[src/rtl/br_pkg.sv]
// Shared types for the branch resolver: the predictor-update packet,
// the shadow-pipeline slot and a saturating-increment helper.
package br_pkg;

    localparam int INDEX_W_DEF = 6;
    localparam int TAG_W_DEF   = 30 - INDEX_W_DEF;

    // One predictor-update entry as it travels through the update FIFO.
    typedef struct packed {
        logic [INDEX_W_DEF-1:0] index;
        logic [TAG_W_DEF-1:0]   tag;
        logic [31:0]            target;
        logic                   taken;
    } upd_pkt_t;

    // Prediction made at fetch, carried alongside the instruction.
    typedef struct packed {
        logic        pred_taken;
        logic [31:0] pred_pc;
    } shadow_slot_t;

    localparam shadow_slot_t SLOT_EMPTY = '{pred_taken: 1'b0, pred_pc: 32'd0};

    // Increment that sticks at all-ones instead of wrapping.
    function automatic logic [31:0] sat_inc(input logic [31:0] value);
        return (value == 32'hFFFF_FFFF) ? value : value + 32'd1;
    endfunction

endpackage

[src/rtl/br_upd_fifo.sv]
// Show-ahead FIFO for predictor-update packets. The head entry is presented
// with valid/ready; a push into a full FIFO without a simultaneous pop is
// dropped and latches a sticky overflow flag. DEPTH must be a power of two
// (>= 2) so the pointers wrap by natural overflow.
module br_upd_fifo
    import br_pkg::*;
#(
    parameter int DEPTH = 2
) (
    input  logic     clk,
    input  logic     rst,
    input  logic     push,
    input  upd_pkt_t push_data,
    input  logic     pop_ready,
    output logic     valid,
    output upd_pkt_t head,
    output logic     full,
    output logic     empty,
    output logic     overflow
);

    localparam int PTR_W = $clog2(DEPTH);

    upd_pkt_t         store_reg [DEPTH];
    logic [PTR_W-1:0] wr_ptr_reg;
    logic [PTR_W-1:0] rd_ptr_reg;
    logic [PTR_W:0]   count_reg;
    logic             overflow_reg;

    logic pop_en;
    logic push_en;

    assign empty    = (count_reg == '0);
    assign full     = (count_reg == (PTR_W + 1)'(DEPTH));
    assign valid    = ~empty;
    assign head     = store_reg[rd_ptr_reg];
    assign overflow = overflow_reg;

    // A pop needs a valid head; a push into a full FIFO only fits if the head leaves.
    assign pop_en  = pop_ready & ~empty;
    assign push_en = push & (~full | pop_en);

    // Payload storage: written on accepted pushes only, no reset needed.
    always_ff @(posedge clk) begin
        if (push_en) begin
            store_reg[wr_ptr_reg] <= push_data;
        end
    end

    // Pointers, occupancy and sticky overflow; reset discards in-flight entries.
    always_ff @(posedge clk) begin
        if (rst) begin
            wr_ptr_reg   <= '0;
            rd_ptr_reg   <= '0;
            count_reg    <= '0;
            overflow_reg <= 1'b0;
        end else begin
            if (push_en) begin
                wr_ptr_reg <= wr_ptr_reg + PTR_W'(1);
            end
            if (pop_en) begin
                rd_ptr_reg <= rd_ptr_reg + PTR_W'(1);
            end
            case ({push_en, pop_en})
                2'b10:   count_reg <= count_reg + (PTR_W + 1)'(1);
                2'b01:   count_reg <= count_reg - (PTR_W + 1)'(1);
                default: count_reg <= count_reg;
            endcase
            if (push && full && !pop_en) begin
                overflow_reg <= 1'b1;
            end
        end
    end

endmodule

[src/rtl/branch_resolver.sv]
// Branch resolver: carries fetch-time predictions through a shadow
// ID/EX/MEM pipeline, compares them with the actual outcome in MEM,
// redirects and flushes on a mispredict with zero latency, and queues a
// predictor update for every resolved branch.
// Optional statistics counters are enabled by defining BR_RESOLVER_STATS_EN.
module branch_resolver
    import br_pkg::*;
#(
    parameter int FIFO_DEPTH = 2,
    parameter int INDEX_W    = INDEX_W_DEF
) (
    input  logic                  clk_i,
    input  logic                  rst_i,
    input  logic [31:0]           pc_if_i,
    input  logic                  pred_taken_if_i,
    input  logic [31:0]           pred_pc_if_i,
    input  logic                  stall_i,
    input  logic                  branch_mem_i,
    input  logic                  br_sel_mem_i,
    input  logic [31:0]           alu_data_mem_i,
    input  logic [31:0]           pc_four_mem_i,
    output logic                  redirect_o,
    output logic [31:0]           redirect_pc_o,
    output logic                  flush_o,
    output logic                  upd_valid_o,
    input  logic                  upd_ready_i,
    output logic [INDEX_W-1:0]    upd_index_o,
    output logic [30-INDEX_W-1:0] upd_tag_o,
    output logic [31:0]           upd_target_o,
    output logic                  upd_taken_o,
    output logic                  overflow_o,
    output logic [31:0]           branch_cnt_o,
    output logic [31:0]           mispred_cnt_o
);

    shadow_slot_t id_reg;
    shadow_slot_t ex_reg;
    shadow_slot_t mem_reg;

    logic        resolve;
    logic        mispredict;
    logic [31:0] mem_pc;
    upd_pkt_t    push_pkt;
    upd_pkt_t    head_pkt;
    logic        fifo_full;
    logic        fifo_empty;

    // The fetch PC itself is not needed: MEM supplies PC+4 for the same instruction.
    logic unused_bits;
    assign unused_bits = ^{pc_if_i, mem_pc[1:0], fifo_full, fifo_empty};

    assign resolve = branch_mem_i & ~stall_i;
    assign mem_pc  = pc_four_mem_i - 32'd4;

    // Taken: wrong if predicted not-taken or predicted a different target.
    // Not taken: wrong only if it was predicted taken.
    always_comb begin
        mispredict = 1'b0;
        if (resolve) begin
            if (br_sel_mem_i) begin
                mispredict = ~mem_reg.pred_taken | (mem_reg.pred_pc != alu_data_mem_i);
            end else begin
                mispredict = mem_reg.pred_taken;
            end
        end
    end

    assign redirect_o    = mispredict;
    assign flush_o       = mispredict;
    assign redirect_pc_o = mispredict ? (br_sel_mem_i ? alu_data_mem_i : pc_four_mem_i) : 32'd0;

    // Shadow pipeline: advance when not stalled; on a mispredict the younger
    // (flushed) slots lose their taken prediction and ID takes a bubble.
    always_ff @(posedge clk_i) begin
        if (rst_i) begin
            id_reg  <= SLOT_EMPTY;
            ex_reg  <= SLOT_EMPTY;
            mem_reg <= SLOT_EMPTY;
        end else if (!stall_i) begin
            if (mispredict) begin
                id_reg  <= SLOT_EMPTY;
                ex_reg  <= '{pred_taken: 1'b0, pred_pc: id_reg.pred_pc};
                mem_reg <= '{pred_taken: 1'b0, pred_pc: ex_reg.pred_pc};
            end else begin
                id_reg  <= '{pred_taken: pred_taken_if_i, pred_pc: pred_pc_if_i};
                ex_reg  <= id_reg;
                mem_reg <= ex_reg;
            end
        end
    end

    // Index and tag together always span PC[31:2]; the FIFO only carries
    // them, so the 30-bit pair is filled as one vector and split by INDEX_W.
    always_comb begin
        push_pkt = '0;
        {push_pkt.index, push_pkt.tag} = {mem_pc[INDEX_W+1:2], mem_pc[31:INDEX_W+2]};
        push_pkt.target = alu_data_mem_i;
        push_pkt.taken  = br_sel_mem_i;
    end

    br_upd_fifo #(
        .DEPTH(FIFO_DEPTH)
    ) u_upd_fifo (
        .clk      (clk_i),
        .rst      (rst_i),
        .push     (resolve),
        .push_data(push_pkt),
        .pop_ready(upd_ready_i),
        .valid    (upd_valid_o),
        .head     (head_pkt),
        .full     (fifo_full),
        .empty    (fifo_empty),
        .overflow (overflow_o)
    );

    assign {upd_index_o, upd_tag_o} = {head_pkt.index, head_pkt.tag};
    assign upd_target_o = head_pkt.target;
    assign upd_taken_o  = head_pkt.taken;

`ifdef BR_RESOLVER_STATS_EN
    logic [31:0] branch_cnt_reg;
    logic [31:0] mispred_cnt_reg;

    // Saturating counts of resolved branches and mispredicts.
    always_ff @(posedge clk_i) begin
        if (rst_i) begin
            branch_cnt_reg  <= 32'd0;
            mispred_cnt_reg <= 32'd0;
        end else begin
            if (resolve) begin
                branch_cnt_reg <= sat_inc(branch_cnt_reg);
            end
            if (mispredict) begin
                mispred_cnt_reg <= sat_inc(mispred_cnt_reg);
            end
        end
    end

    assign branch_cnt_o  = branch_cnt_reg;
    assign mispred_cnt_o = mispred_cnt_reg;
`else
    assign branch_cnt_o  = 32'd0;
    assign mispred_cnt_o = 32'd0;
`endif

endmodule

[config.mk]
export PLATFORM = sky130hd
export DESIGN_NAME = branch_resolver
export DESIGN_NICKNAME = d
export VERILOG_FILES = /design/src/rtl/br_pkg.sv /design/src/rtl/br_upd_fifo.sv /design/src/rtl/branch_resolver.sv
export SDC_FILE = /design/constraint.sdc
export NUM_CORES = 1
export LEC_CHECK = 0
export ABC_AREA = 1
export BUFFER_PORTS_ARGS = -buffer_cell sky130_fd_sc_hd__buf_2
export CAP_MARGIN = 40
export CORE_MARGIN = 8
export CORE_UTILIZATION = 53
export CTS_CLUSTER_SIZE = 40
export DETAILED_ROUTE_END_ITERATION = 10
export HOLD_SLACK_MARGIN = 0.03
export PLACE_DENSITY = 0.81
export SYNTH_ARGS = -nofsm -noshare
export SYNTH_HDL_FRONTEND = slang
export SYNTH_HIERARCHICAL = 1
export SYNTH_SLANG_ARGS = --single-unit
[constraint.sdc]
create_clock -name clk_i -period 4.5 [get_ports clk_i]
set_clock_uncertainty 0.2 [all_clocks]
set_input_delay 0.225 -clock clk_i [delete_from_list [all_inputs] [get_ports clk_i]]
set_output_delay 0.225 -clock clk_i [all_outputs]
set_load 0.02 [all_outputs]
==> metrics.md <==
| Metric | Value |
|---|---|
| Outcome | completed |
| Synthesized area per cell | 9.46 µm² |
| Remaining antenna violation count after routing | 0 |
| Crit Path Category | input port to output port |
| M2 GR Usage | 0.372 |
| Fmax | 0.326 GHz |
| Max Buffers Root-to-Sink | 3 |
| DRT iter0 DRCs | 736 |
| Hold Slack | 0.0610 ns |
| Tightest Pin Transition | 0.763 ns |
| Nets | 1583 |
| Syn Inst Count | 1156 |
| Core box area | 20200 µm² |
| Maximum vdd drop | 0.270 mV |
| Busiest grt layer | met2 |
| Core Rows | 52 |
| Htree depth | 1 |
| Total track usage | 0.217 |
| WP data required | 4.07 ns |
| MaxCap Viol Count | 0 |
| CTS tree | done |
| Cell area after synthesis | 10900 µm² |
| Sw Share | 0.258 |
| Post-CTS setup repair buffer count | 0 |
| Yosys synthesis warning count | 6 |
| First-pass GRT wire length | 45500 µm |
| Fin crit share | 0.681 |
| Starting Density | 0.540 |
| PwrDens | 356 nW/µm² |
| Final setup fails | 0 |
| Largest register FFs | 126 |
| Combinational share of power | 0.141 |
| Dpl ws | 1.98 ns |
| IO Pins | 298 |
| Total clock sinks | 231 |
| Pint | 3.61 mW |
| Layout cell share with drive strength beyond 1 | 0.265 |
| Drt via density | 5.02 |
| Fin Setup TNS | 0 ns |
| Reg power frac | 0.482 |
| Vias in the first global route | 8646 |
| CP Capture Type | output port |
| Filler cell count | 1522 |
| Die X | 160 µm |
| Initial antenna violation count | 3 |
| Tmin final | 3.07 ns |
| Vias | 8702 |
| Fin. Hold Viols | 0 |
| Type of the most critical hold path | input port to flip-flop |
| Slew Limit Headroom | 0.491 |
| Root buffer cell | clkbuf_16 |
| Leakage power | 5.73 nW |
| Largest net degree at the start of global routing | 88 |
| Max Slew Vio Count | 0 |
| Setup ws final | 1.43 ns |
| Net Switching | 1.26 mW |
| Drc violations | 0 |
| Clock transition at path regs | 0.06 ns |
| Wirelength per Cell | 16.8 µm |
| Die area | 25500 µm² |
| Gr ovfl total | 0 |
| GPL Wtd Cong | 0.830 |
| Final WL | 29100 µm |
| DRT Pass-1 Iters | 5 |
| CP arrival | 2.64 ns |
| Routing usage on met1 | 0.261 |
| Port Buffers | 201 |
| CP Launch Type | input port |
| RSZ-0062 raised after global routing | false |
| Die Y | 160 µm |
| Clk pwr share | 0.377 |
| Num CTS Buffers | 23 |
| Area grow syn2layout | 25.1% |
| CP max FO | 36 |
| Worst-Skew Late Latency | 0.51 ns |
| M3 GR Usage | 0.0411 |
| HPWL after DPL | 18600 µm |
==> area by class of cell <==
class,instances,area (µm²),share of cell area
repair buffers,321,2260,0.165
diodes,2,5.00,0.000366
clock inverters,9,75.1,0.00549
well taps,270,338,0.0247
clock buffers,32,632,0.0462
flip-flops and latches,231,5890,0.430
multi-input cells,754,4050,0.296
inverters,116,435,0.0318
==> power groups by stage <==
stage / clock network (mW) / registers (mW) / logic (mW)
global route: 1.94 / 2.35 / 0.744
CTS: 1.85 / 2.34 / 0.678
floorplan: 0 / 2.37 / 0.457
detailed placement: 0 / 2.39 / 0.600
global placement: 0 / 2.38 / 0.580
finish: 1.83 / 2.34 / 0.688
==> timing repair <==
item                      4_1_cts  5_1_grt
hold endpoints to repair      170        0
hold buffers                  109        0
gates resized for setup         0        0
==> critical path, cell delays in order <==
cell and delay (ns):
dlygate4sd3_1 0.52, buf_2 0.18, inv_2 0.06, nand2_1 0.06, nand2_1 0.05, inv_1 0.05, nand2_1 0.04, nor2_1 0.10
nand2_1 0.08, nor2_1 0.17, nand3_2 0.12, nand2_4 0.38, buf_12 0.30, a21oi_1 0.09, buf_2 0.18
==> routing by layer <==
metal / routed length, µm / vias to the layer above / share of wire
li1: - / 4210 / -
met1: 11800 / 4037 / 0.41
met2: 14300 / 371 / 0.49
met3: 1870 / 82 / 0.064
met4: 1040 / 2 / 0.036
met5: 10 / - / 0.00034
==> cells in the final DEF (no fill, tap or decap), types with 3 or more instances in the layout <==
master,instances
dfxtp_1,104
clkinv_1,3
buf_4,9
buf_16,3
conb_1,64
dlygate4sd3_1,109
buf_2,199
nor2_1,108
nand3_2,7
mux2_2,63
inv_2,7
clkbuf_16,23
nor3_1,4
nor2_2,16
xnor2_1,19
clkbuf_1,5
a211oi_1,21
inv_1,108
nand4_1,7
o21ai_0,6
nand2_2,18
nand2_1,262
a21oi_1,90
nand3_1,11
xor2_1,18
a21oi_2,25
edfxtp_1,126
clkinv_2,4
==> worst paths after layout <==
kind / startpoint / endpoint / slack (ns) / cells past startpoint
max: alu_data_mem_i[31] / redirect_pc_o[17] / 1.43 / 15
min: pc_four_mem_i[7] / u_upd_fifo/store_reg[0][62] / 0.06 / 3
max reg2reg: mem_reg[9] / id_reg[4] / 1.94 / 13
min reg2reg: id_reg[25] / ex_reg[25] / 0.26 / 2
==> per-stage QoR <==
stage	util	power (mW)	cells	area, µm²
after CTS	0.676	4.87	1733	13700
after global routing	0.676	5.04	1735	13700
after floorplan	-	2.83	1219	11200
after detailed placement	0.587	2.99	1583	11900
final	0.676	4.86	1735	13700
after global placement	0.582	2.96	1579	11800
(Power assumes the default switching activity.)
